**src/rtl/fence_pkg.sv**
```systemverilog
// Shared definitions for the FENCE ordering tracker.
// Holds the mask bit positions, the FSM state type and the mask-to-class mapping.
package fence_pkg;

  localparam int FENCE_I = 3;
  localparam int FENCE_O = 2;
  localparam int FENCE_R = 1;
  localparam int FENCE_W = 0;

  typedef enum logic {
    IDLE  = 1'b0,
    DRAIN = 1'b1
  } state_t;

  // Device input folds into the load class, device output into the store class.
  function automatic logic [1:0] mask_to_class(input logic [3:0] mask);
    return {mask[FENCE_I] | mask[FENCE_R], mask[FENCE_O] | mask[FENCE_W]};
  endfunction

endpackage

```
**src/rtl/outstanding_counter.sv**
```systemverilog
// Saturating count of in-flight accesses for one class.
// Reports a one-cycle error pulse on an underflow or overflow attempt.
module outstanding_counter #(
  parameter int MAX = 8,
  localparam int W = $clog2(MAX + 1)
) (
  input  logic         clk,
  input  logic         rst,
  input  logic         inc,
  input  logic         dec,
  output logic [W-1:0] count,
  output logic         full,
  output logic         err_pulse
);

  localparam logic [W-1:0] MAX_W = W'(MAX);

  logic [W-1:0] r_count;
  logic         w_underflow;
  logic         w_overflow;

  // An issue paired with a retire cancels out, even at the limits.
  assign w_underflow = dec & ~inc & (r_count == '0);
  assign w_overflow  = inc & ~dec & (r_count == MAX_W);

  always_ff @(posedge clk or posedge rst) begin
    if (rst) begin
      r_count <= '0;
    end else if (inc & ~dec & ~w_overflow) begin
      r_count <= r_count + 1'b1;
    end else if (dec & ~inc & ~w_underflow) begin
      r_count <= r_count - 1'b1;
    end
  end

  assign count     = r_count;
  assign full      = (r_count == MAX_W);
  assign err_pulse = w_underflow | w_overflow;

endmodule

```
**src/rtl/mem_fence_tracker.sv**
```systemverilog
// Memory-side FENCE responder: holds the ack until predecessor classes drain
// and stalls successor-class issue while the fence is pending.
module mem_fence_tracker
  import fence_pkg::*;
#(
  parameter int MAX_OUTSTANDING = 8,
  localparam int W = $clog2(MAX_OUTSTANDING + 1)
) (
  input  logic         clk,
  input  logic         rst,
  input  logic         fence_req,
  input  logic [3:0]   fence_pred,
  input  logic [3:0]   fence_succ,
  output logic         fence_ack,
  output logic         fence_busy,
  input  logic         ld_issue,
  input  logic         ld_done,
  input  logic         st_issue,
  input  logic         st_done,
  output logic         ld_stall,
  output logic         st_stall,
  output logic [W-1:0] ld_count,
  output logic [W-1:0] st_count,
  output logic         err
);

  state_t     r_state;
  logic       r_need_ld;
  logic       r_need_st;
  logic       r_blk_ld;
  logic       r_blk_st;
  logic       r_err;

  logic [1:0] w_pred_cls;
  logic [1:0] w_succ_cls;
  logic       w_ld_full;
  logic       w_st_full;
  logic       w_ld_err;
  logic       w_st_err;
  logic       w_drained;

  outstanding_counter #(.MAX(MAX_OUTSTANDING)) u_ld_ctr (
    .clk      (clk),
    .rst      (rst),
    .inc      (ld_issue),
    .dec      (ld_done),
    .count    (ld_count),
    .full     (w_ld_full),
    .err_pulse(w_ld_err)
  );

  outstanding_counter #(.MAX(MAX_OUTSTANDING)) u_st_ctr (
    .clk      (clk),
    .rst      (rst),
    .inc      (st_issue),
    .dec      (st_done),
    .count    (st_count),
    .full     (w_st_full),
    .err_pulse(w_st_err)
  );

  assign w_pred_cls = mask_to_class(fence_pred);
  assign w_succ_cls = mask_to_class(fence_succ);

  // Drain looks only at registered counts, so a retire becomes visible a cycle later.
  assign w_drained = (~r_need_ld | (ld_count == '0)) & (~r_need_st | (st_count == '0));

  always_ff @(posedge clk or posedge rst) begin
    if (rst) begin
      r_state   <= IDLE;
      r_need_ld <= 1'b0;
      r_need_st <= 1'b0;
      r_blk_ld  <= 1'b0;
      r_blk_st  <= 1'b0;
    end else begin
      case (r_state)
        IDLE: begin
          if (fence_req) begin
            r_need_ld <= w_pred_cls[1];
            r_need_st <= w_pred_cls[0];
            r_blk_ld  <= w_succ_cls[1];
            r_blk_st  <= w_succ_cls[0];
            r_state   <= DRAIN;
          end
        end
        DRAIN: begin
          if (w_drained) begin
            r_state <= IDLE;
          end
        end
        default: r_state <= IDLE;
      endcase
    end
  end

  always_ff @(posedge clk or posedge rst) begin
    if (rst) begin
      r_err <= 1'b0;
    end else if (w_ld_err | w_st_err) begin
      r_err <= 1'b1;
    end
  end

  assign fence_busy = (r_state == DRAIN);
  assign fence_ack  = (r_state == DRAIN) & w_drained;
  assign ld_stall   = ((r_state == DRAIN) & r_blk_ld) | w_ld_full;
  assign st_stall   = ((r_state == DRAIN) & r_blk_st) | w_st_full;
  assign err        = r_err;

endmodule

```
**config.mk**
```make
export PLATFORM = sky130hd
export DESIGN_NAME = mem_fence_tracker
export DESIGN_NICKNAME = d
export VERILOG_FILES = /design/src/rtl/fence_pkg.sv /design/src/rtl/outstanding_counter.sv /design/src/rtl/mem_fence_tracker.sv
export SDC_FILE = /design/constraint.sdc
export NUM_CORES = 1
export LEC_CHECK = 0
export ABC_AREA = 1
export BUFFER_PORTS_ARGS = -buffer_cell sky130_fd_sc_hd__buf_2
export CAP_MARGIN = 20
export CORE_ASPECT_RATIO = 1.4
export CORE_MARGIN = 2
export CORE_UTILIZATION = 40
export CTS_CLUSTER_DIAMETER = 200
export DETAILED_ROUTE_END_ITERATION = 8
export MAX_ROUTING_LAYER = met4
export PLACE_DENSITY = 0.67
export SLEW_MARGIN = 40
export SYNTH_ARGS = -nofsm -noshare
export SYNTH_HDL_FRONTEND = slang
export SYNTH_SLANG_ARGS = --single-unit
```
**constraint.sdc**
```tcl
create_clock -name clk -period 1.6 [get_ports clk]
set_input_delay 0.08 -clock clk [delete_from_list [all_inputs] [get_ports clk]]
set_output_delay 0.08 -clock clk [all_outputs]
set_load 0.02 [all_outputs]
```
==> flow_summary.json, run 1 <==
{
  "die_height_um": 60.1,
  "synth-async-reset-ratio_pct": 100,
  "hold_class": "input port to flop",
  "fin_cells": 183,
  "synthAdderAreaFrac_pct": 10.0,
  "ys_warn_count": 0,
  "grt_util_met1_pct": 18.7,
  "path_cells": "nand3_2 -> nand2_4 -> buf_4 -> fa_1 -> xor2_1 -> nand2_1 -> o21ai_1",
  "synth_top_area_share_pct": 38.9,
  "insertion_delay_ns": 0.28,
  "yosys.area_share.simple_pct": 34.8,
  "grtUsageTotal_pct": 18.4,
  "grt_max_degree": 15,
  "cpMaxStageDelayCell": "dfrtp_2",
  "synth_common_cells": "nand2_1, inv_1, dfrtp_1, nand3_1, o21ai_0",
  "num_vias": 937,
  "drt_wl_total_um": 2190,
  "critPathKind": "flop to flop",
  "period_share_pct": 96.6,
  "syn-num-nets": 135,
  "startpoint_type": "flop",
  "syn_area_per_cell_um2": 7.89,
  "tns_ns": 0,
  "clock-root-buffer": "clkbuf_4",
  "io_pins": 28,
  "die_w_um": 44.1,
  "synthXorXnorAreaFrac_pct": 3.89,
  "dpl.hpwl_um": 1660,
  "muxShareOfSynthArea_pct": 0,
  "yosysUniqueCellTypes": 17,
  "worstPathMaxFanout": 5,
  "ff2ff_setup_slack_ns": 0.05,
  "core_um2": 2150,
  "synth_seq_cells": 14,
  "clkTransAtPathRegs_ns": 0.08,
  "synth_most_common_cell": "nand2_1",
  "synthFlopType": "dfrtp_1",
  "portBuffers": 27,
  "rows": 20,
  "grt_pass1_wl_um": 3510,
  "ys_seq_area_share_pct": 38.9,
  "cts_tree": "yes",
  "finClkSkew_ns": 0.000416,
  "cts_max_path_buffers": 2,
  "tightest_slew_ns": 0.541,
  "post-place-ws_ns": -0.00804,
  "place_congestion": 0.842,
  "htreeDepth": 1,
  "final_nets": 183,
  "synth_top_family_by_area": "simple AND/OR/NAND/NOR gates",
  "setup_violations": 0,
  "post_drt_wl_per_cell_um": 12.0,
  "status": "complete, no violations",
  "powerDensity_nw_per_um2": 2100,
  "busiest_layer": "met2",
  "min_period_ns": 1.55,
  "synth_edf_count": 0,
  "setup_ws_ns": 0.0540,
  "start_util_pct": 41.8,
  "critical_path_arrival_ns": 1.72,
  "dr.pass1.iters": 4,
  "syn2layout_area_growth_pct": 45.1,
  "maxCapViolCount": 0,
  "fmaxAchievable_mhz": 647,
  "peakVddDrop_mv": 0.958,
  "grt_overflow": 0,
  "cts_buffers": 3,
  "rsz0062_at_grt": "true",
  "met3_usage_pct": 1.81,
  "finalHoldViolCount": 0,
  "synth_area_um2": 900,
  "crit_buf_inv": 1,
  "crit_required_ns": 1.77,
  "n_fill_cell": 194,
  "via_per_inst": 5.12,
  "antenna_found_initial": 0,
  "synth_compound_area_share_pct": 5.56,
  "relSlewSlack_pct": 63.9,
  "met2_usage_pct": 33.6,
  "yosysTopAreaCell": "dfrtp_1",
  "placed_cells": 175,
  "diodes": 0,
  "p_leak_nw": 0.690,
  "drt_iter0_drc": 17,
  "grt_pass1_vias": 887,
  "slew_violations": 0,
  "dieArea_um2": 2650,
  "drive_gt1_share_pct": 44.1,
  "cts_sinks": 14,
  "max_stage_delay_ns": 0.45,
  "crit_family": "flip-flops",
  "drc": 0,
  "end_kind": "flop",
  "ant_nets": 0,
  "syn_inst": 114,
  "yosys-top-cells-area": "dfrtp_1, nand2_1, nand3_1"
}
final cells by class:
type | count | area, um2 | area share (%)
multi-input combinational | 84 | 563 | 43.1
sequential | 14 | 357 | 27.3
timing repair buffer | 43 | 260 | 19.9
inverter | 16 | 61.3 | 4.70
clock buffer | 4 | 36.3 | 2.78
tap | 22 | 27.5 | 2.11
power by group:
group	switching, mW	internal, mW	total [mW]
clock	0.115	0.138	0.253
sequential	0.134	0.548	0.681
combinational	1.04	0.761	1.80
total	1.29	1.45	2.74
tightest hold or removal path, stage by stage:
cell and delay (ns):
buf_2 0.07, o21ai_0 0.05, o21ai_0 0.06
kinds of logic after synthesis:
| kind of cell | after synthesis |
|---|---|
| buffers and inverters | 16 |
| DFF | 14 |
| AOI/OAI and AO/OA | 10 |
| xor gates and xnor gates | 4 |
| adders and majority gates | 6 |
| and+or+nand+nor | 64 |
per-stage QoR:
stage               util [%]  hold slack [ns]  instance area (um2)  power (mW)
global route            60.6           0.0651                 1310        2.99
floorplan                  -          -0.0311                  925        1.71
global placement        54.7            0.154                 1180        2.25
CTS                     57.2          0.00780                 1230        2.57
finish                  60.6           0.0242                 1310        2.74
detailed placement      54.7            0.152                 1180        2.30
cells in the final DEF, fill, tap and decap left out, types with 3 or more instances in the layout:
cell      netlist  final
xor2_1          4      4
nand2_4         3      4
nor2_1          7      7
nand2_1        31     30
nand4_1         4      4
clkbuf_4        0      3
dfrtp_1        14      9
nand3_1        12      7
dfrtp_2         0      5
nand3_2         2      6
buf_4           0     16
o21ai_0         8      8
inv_1          15     13
buf_2           0     26
sequential cells by signal, summed over array words and instances (netlist names):
signal / cells
u_st_ctr.count: 4
r_blk_ld: 1
r_need_st: 1
r_need_ld: 1
err: 1
u_ld_ctr.count: 4
fence_busy: 1
r_blk_st: 1
worst paths after layout:
| check | startpoint | to | cells past startpoint |
|---|---|---|---|
| max | u_ld_ctr.count[3] | u_ld_ctr.count[2] | 7 |
| min | fence_succ[3] | r_blk_ld | 3 |
| max reg2reg | u_ld_ctr.count[3] | u_ld_ctr.count[2] | 7 |
| min reg2reg | err | err | 2 |
| max in group asynchronous | rst | u_st_ctr.count[0] | 3 |
| min in group asynchronous | rst | err | 3 |
per-layer routing:
metal	wire [um]	vias to the layer above	part of all wire [%]
li1	-	459	-
met1	832	435	38
met2	1210	31	55
met3	82	12	3.7
met4	68	0	3.1
met5	0	-	0
repair_timing:
item / in CTS / in global routing
setup endpoints to repair: 1 / 5
setup buffers: 1 / 2
endpoints found under the hold margin: 14 / 0
hold buffers: 1 / 0
pin swaps: 1 / 8
resized for setup: 0 / 12
(Power assumes the default switching activity.)
==> inputs of run 2 (changes only) <==
CTS_CLUSTER_DIAMETER = unset   (was 200)
REMOVE_ABC_BUFFERS = 1   (was unset)
==> run 2 against run 1 <==
Against the previous run:
- die area did not move
- non-clock buffer count increased by 4
- sequential power shrank 1%
- clock-buffer cell count is the same
- global-route usage about the same
- sequential cell count unchanged
- worst hold slack improved by 0.011 ns
- final area rose by 2.7%
- critical path type unchanged
==> flow_summary.json, run 2 (synthesis gave the netlist of run 1 again) <==
{
  "status": "complete, no violations",
  "start_util_pct": 41.8,
  "ant_nets": 0,
  "htreeDepth": 1,
  "total_power_mw": 2.81,
  "grt_pass1_wl_um": 3480,
  "layout_commonest_cell": "nand2_1",
  "grtUsageTotal_pct": 18.3,
  "diodes": 0,
  "critical_path_arrival_ns": 1.77,
  "fmaxAchievable_mhz": 631,
  "holdPathEnd": "r_blk_ld",
  "ff2ff_setup_slack_ns": 0.01,
  "placed_area_um2": 1160,
  "end_kind": "flop",
  "drc": 0,
  "cts_tree": "yes",
  "cts_sinks": 14,
  "powerDensity_nw_per_um2": 2100,
  "grt_max_degree": 15,
  "clkTransAtPathRegs_ns": 0.10,
  "die_height_um": 60.1,
  "peakVddDrop_mv": 0.954,
  "setup_violations": 0,
  "grt_overflow": 0,
  "met1_length_um": 878,
  "startpoint_type": "flop",
  "fin_util_pct": 62.3,
  "dr.pass1.iters": 4,
  "final_nets": 187,
  "stdcell_area_um2": 1340,
  "top_layer_used": "met4",
  "syn2layout_area_growth_pct": 49.0,
  "rows": 20,
  "die_w_um": 44.1,
  "finClkSkew_ns": 0.0125,
  "grt_pass1_vias": 846,
  "hold_ws_ns": 0.0348,
  "post_drt_wl_per_cell_um": 12.3,
  "cts_max_path_buffers": 2,
  "insertion_delay_ns": 0.29,
  "portBuffers": 27,
  "critPathKind": "flop to flop",
  "worstPathMaxFanout": 4,
  "hold_class": "input port to flop",
  "drive_gt1_share_pct": 45.5,
  "relSlewSlack_pct": 61.9,
  "dpl.hpwl_um": 1680,
  "p_leak_nw": 0.713,
  "period_share_pct": 99.1,
  "core_um2": 2150,
  "via_per_inst": 5.02,
  "drt_iter0_drc": 7,
  "r2r_cells": 9,
  "rr_startpoint": "u_st_ctr.count[0]",
  "finalHoldViolCount": 0,
  "rsz0062_at_grt": "true",
  "num_vias": 938,
  "dieArea_um2": 2650,
  "worstHoldPathCells": 3,
  "clock-root-buffer": "clkbuf_4",
  "tightest_slew_ns": 0.572,
  "r2r-end": "u_st_ctr.count[3]",
  "maxCapViolCount": 0,
  "place_congestion": 0.864,
  "antenna_found_initial": 0,
  "worstHoldStart": "fence_succ[3]",
  "placed_cells": 176,
  "fin_cells": 187,
  "route.met2.wl_um": 1340,
  "crit_required_ns": 1.79,
  "cts_buffers": 3,
  "io_pins": 28,
  "drt_wl_total_um": 2300,
  "slew_violations": 0,
  "dr_wl_met3_um": 72,
  "final_cell_mix": "nand2_1, buf_2, buf_4",
  "min_period_ns": 1.59
}
==> run 2: cell count changes in the layout (fill, tap and decap cells not counted), moves of 2 or more <==
cell / before / now
buf_4: 16 / 20
dfrtp_1: 9 / 13
dfrtp_2: 5 / 1
fa_1: 2 / 0
fa_2: 0 / 2
==> run 2: critical path: stages (launching register included) <==
cell and delay, ns:
dfrtp_1 0.40, nor2_2 0.14, nand3_2 0.11, nand2_4 0.10
ha_4 0.21, or2_1 0.20, nand2_1 0.06, nand3_1 0.08
nand3_1 0.12, nand2_1 0.07
==> run 2: area by class of cell <==
class                      instances  area, um2
fill                             196        812
multi-input combinational         84        567
sequential                        14        352
timing repair buffer              47        297
inverter                          16       61.3
clock buffer                       4       36.3
tap                               22       27.5
==> run 2: timing repair <==
item | in CTS | in global routing
gates resized for setup | 3 | 19
endpoints found under the hold margin | 14 | 0
setup endpoints to repair | 2 | 8
buffers inserted | 1 | 5
hold buffers | 1 | 0
pin swaps | 1 | 6
==> run 2: per-layer routing <==
layer,GRT usage (%),vias to the layer above
li1,-,472
met1,21.4,443
met2,30.9,21
met3,2.11,2
met4,8.66,0
met5,-,-
==> run 2: report_power, final <==
part	internal, mW	total (mW)	switching [mW]
Combinational	0.821	1.88	1.06
Sequential	0.537	0.672	0.135
Clock	0.138	0.262	0.124
Total	1.50	2.81	1.32
==> run 2: worst max-delay path by stage <==
stage / to / slack, ns / depth (start not counted) / start
after floorplan: u_st_ctr.count[3] / -0.22 / 9 / u_st_ctr.count[0]
final: u_st_ctr.count[3] / 0.01 / 9 / u_st_ctr.count[0]
after global placement: u_ld_ctr.count[3] / 0.05 / 10 / u_ld_ctr.count[1]
after detailed placement: u_st_ctr.count[3] / -0.02 / 9 / u_st_ctr.count[0]
after CTS: u_st_ctr.count[2] / 0.01 / 8 / u_st_ctr.count[2]
after global routing: u_st_ctr.count[3] / -0.06 / 9 / u_st_ctr.count[0]
==> run 2: metrics by stage <==
step	TNS, ns	setup slack, ns
floorplan	-0.321	-0.219
global route	-0.160	-0.0624
detailed placement	-0.0154	-0.0154
global placement	0	0.0461
CTS	0	0.0126
finish	0	0.0144
==> inputs of run 3 (changes only) <==
--- a/config.mk
+++ b/config.mk
@@ -12,7 +12,7 @@
 export CORE_MARGIN = 2
 export CORE_UTILIZATION = 40
+export CTS_CLUSTER_DIAMETER = 100
 export DETAILED_ROUTE_END_ITERATION = 8
 export MAX_ROUTING_LAYER = met4
-export PLACE_DENSITY = 0.67
 export REMOVE_ABC_BUFFERS = 1
 export SLEW_MARGIN = 40
==> constraint.sdc (replaced) <==
create_clock -name clk -period 1.8 [get_ports clk]
set_input_delay 0.09 -clock clk [delete_from_list [all_inputs] [get_ports clk]]
set_output_delay 0.09 -clock clk [all_outputs]
set_load 0.01 [all_outputs]
==> run 3 against run 2 <==
Against the previous run:
- worst hold slack worse by 0.0033 ns
- non-clock buffer count shrank 9
- wire length decreased by 14%
- critical path depth rose by 1
- critical path type unchanged
- critical endpoint is now u_ld_ctr.count[3]
- highest routed layer unchanged
==> flow_summary.json, run 3 (synthesis gave the netlist of run 1 again) <==
{
  "status": "complete, no violations",
  "stdcell_area_um2": 1200,
  "cts_tree": "yes",
  "crit_buf_inv": 0,
  "num_vias": 858,
  "placed_area_um2": 1110,
  "period_share_pct": 91.6,
  "setup_violations": 0,
  "hold_ws_ns": 0.0315,
  "peakVddDrop_mv": 0.849,
  "sequentialPowerShare_pct": 29.4,
  "grtUsageTotal_pct": 16.8,
  "cpMaxStageDelayCell": "dfrtp_2",
  "grt_max_degree": 15,
  "cts_buffers": 3,
  "rows": 20,
  "crit_required_ns": 1.98,
  "startpoint_type": "flop",
  "setup_ws_ns": 0.150,
  "clock-root-buffer": "clkbuf_4",
  "min_period_ns": 1.65,
  "post_drt_wl_per_cell_um": 11.2,
  "seqCellArea_um2": 352,
  "start_util_pct": 41.8,
  "core_um2": 2150,
  "hold_class": "input port to flop",
  "htreeDepth": 1,
  "drt_iter0_drc": 14,
  "syn2layout_area_growth_pct": 33.9,
  "portBuffers": 27,
  "grt_overflow": 0,
  "end_kind": "flop",
  "combPwrFrac_pct": 59.3,
  "power.internal_mw": 1.13,
  "fmaxAchievable_mhz": 606,
  "swShare_pct": 44.6,
  "r2r_cells": 10,
  "maxCapViolCount": 0,
  "clkTransAtPathRegs_ns": 0.09,
  "max_stage_delay_ns": 0.45,
  "placed_cells": 169,
  "layout_commonest_cell": "nand2_1",
  "powerDensity_nw_per_um2": 1690,
  "p_clk_share_pct": 11.3,
  "dr.pass1.iters": 4,
  "cp.depth": 10,
  "via_per_inst": 4.82,
  "grt_pass1_vias": 761,
  "post-place-ws_ns": 0.0313,
  "die_w_um": 44.1,
  "relSlewSlack_pct": 64.3,
  "crit_family": "simple AND/OR/NAND/NOR gates",
  "critPathKind": "flop to flop",
  "io_pins": 28,
  "fin_cells": 178,
  "place_congestion": 0.758,
  "n_fill_cell": 201,
  "power_switching_mw": 0.907,
  "path_cells": "nor2_4 -> nand3_1 -> nand2_2 -> ha_1 -> nand3_1 -> nand3_1 -> nand2_1 -> nand2_1 -> nand2_1 -> nand2_1",
  "cts_max_path_buffers": 2,
  "ant_nets": 0,
  "grt_pass1_wl_um": 3270,
  "drc": 0,
  "multi_input_area_um2": 495,
  "worstPathMaxFanout": 4,
  "cts_sinks": 14,
  "final_cell_mix": "nand2_1, buf_2, inv_1",
  "drt_wl_total_um": 1990,
  "worstHoldPathCells": 3,
  "die_height_um": 60.1,
  "slew_violations": 0,
  "insertion_delay_ns": 0.28,
  "p_leak_nw": 0.664,
  "drive_gt1_share_pct": 34.0,
  "total_power_mw": 2.04,
  "diodes": 0,
  "tightest_slew_ns": 0.535,
  "dpl.hpwl_um": 1580,
  "cp_common_cell": "nand2_1",
  "critical_path_arrival_ns": 1.83,
  "finClkSkew_ns": 0.000814,
  "final_nets": 178,
  "dieArea_um2": 2650,
  "finalHoldViolCount": 0,
  "antenna_found_initial": 0
}
-- run 3: cell types whose count changed in the layout (fill, tap and decap cells not counted), moves of 2 or more --
cell     change
ha_4         -2
buf_4       -11
nand3_1      +5
inv_1        +3
ha_1         +2
fa_2         -2
nand3_2      -4
fa_1         +2
inv_2        -3
buf_2        +2
-- run 3: path summary, 6_finish.rpt --
kind,to,slack [ns],from
setup / recovery,u_ld_ctr.count[3],0.15,u_ld_ctr.count[1]
hold / removal,r_blk_ld,0.03,fence_succ[3]
setup reg to reg,u_ld_ctr.count[3],0.15,u_ld_ctr.count[1]
hold reg to reg,err,0.49,err
max in group asynchronous,u_ld_ctr.count[1],1.04,rst
min in group asynchronous,r_blk_ld,0.38,rst
-- run 3: through the flow --
stage | setup TNS, ns | utilization [%]
global placement | 0 | 51.5
floorplan | 0 | -
finish | 0 | 56.0
detailed placement | 0 | 51.5
CTS | 0 | 53.6
global route | -0.00458 | 56.0
-- run 3: power groups by stage --
stage	Combinational, mW	Clock, mW	Sequential, mW
after global routing	1.40	0.246	0.618
final	1.21	0.230	0.599
after global placement	1.16	0	0.598
after CTS	1.18	0.237	0.597
after detailed placement	1.17	0	0.604
after floorplan	0.677	0	0.678
-- run 3: area by class of cell --
class	instances	area share [%]
multi-input combinational	84	41.1
sequential	14	29.2
timing repair buffer	38	19.3
inverter	16	5.09
clock buffer	4	3.01
tap	22	2.28
-- run 3: worst min-delay path: stages --
cell and delay [ns]:
buf_2 0.07, o21ai_0 0.05, o21ai_0 0.06
-- run 3: metal layers --
layer	part of all wire, %	routed length (um)	GRT usage [%]
met1	40	804	19.7
met2	55	1090	30.3
met3	3.6	72	1.81
met4	1.3	25	3.90
met5	0	0	-
-- run 3: repair_timing --
action / CTS / global route
setup buffers: 0 / 4
resized for setup: 0 / 3
hold buffers: 1 / 0
setup endpoints to repair: 0 / 2
hold endpoints to repair: 14 / 0
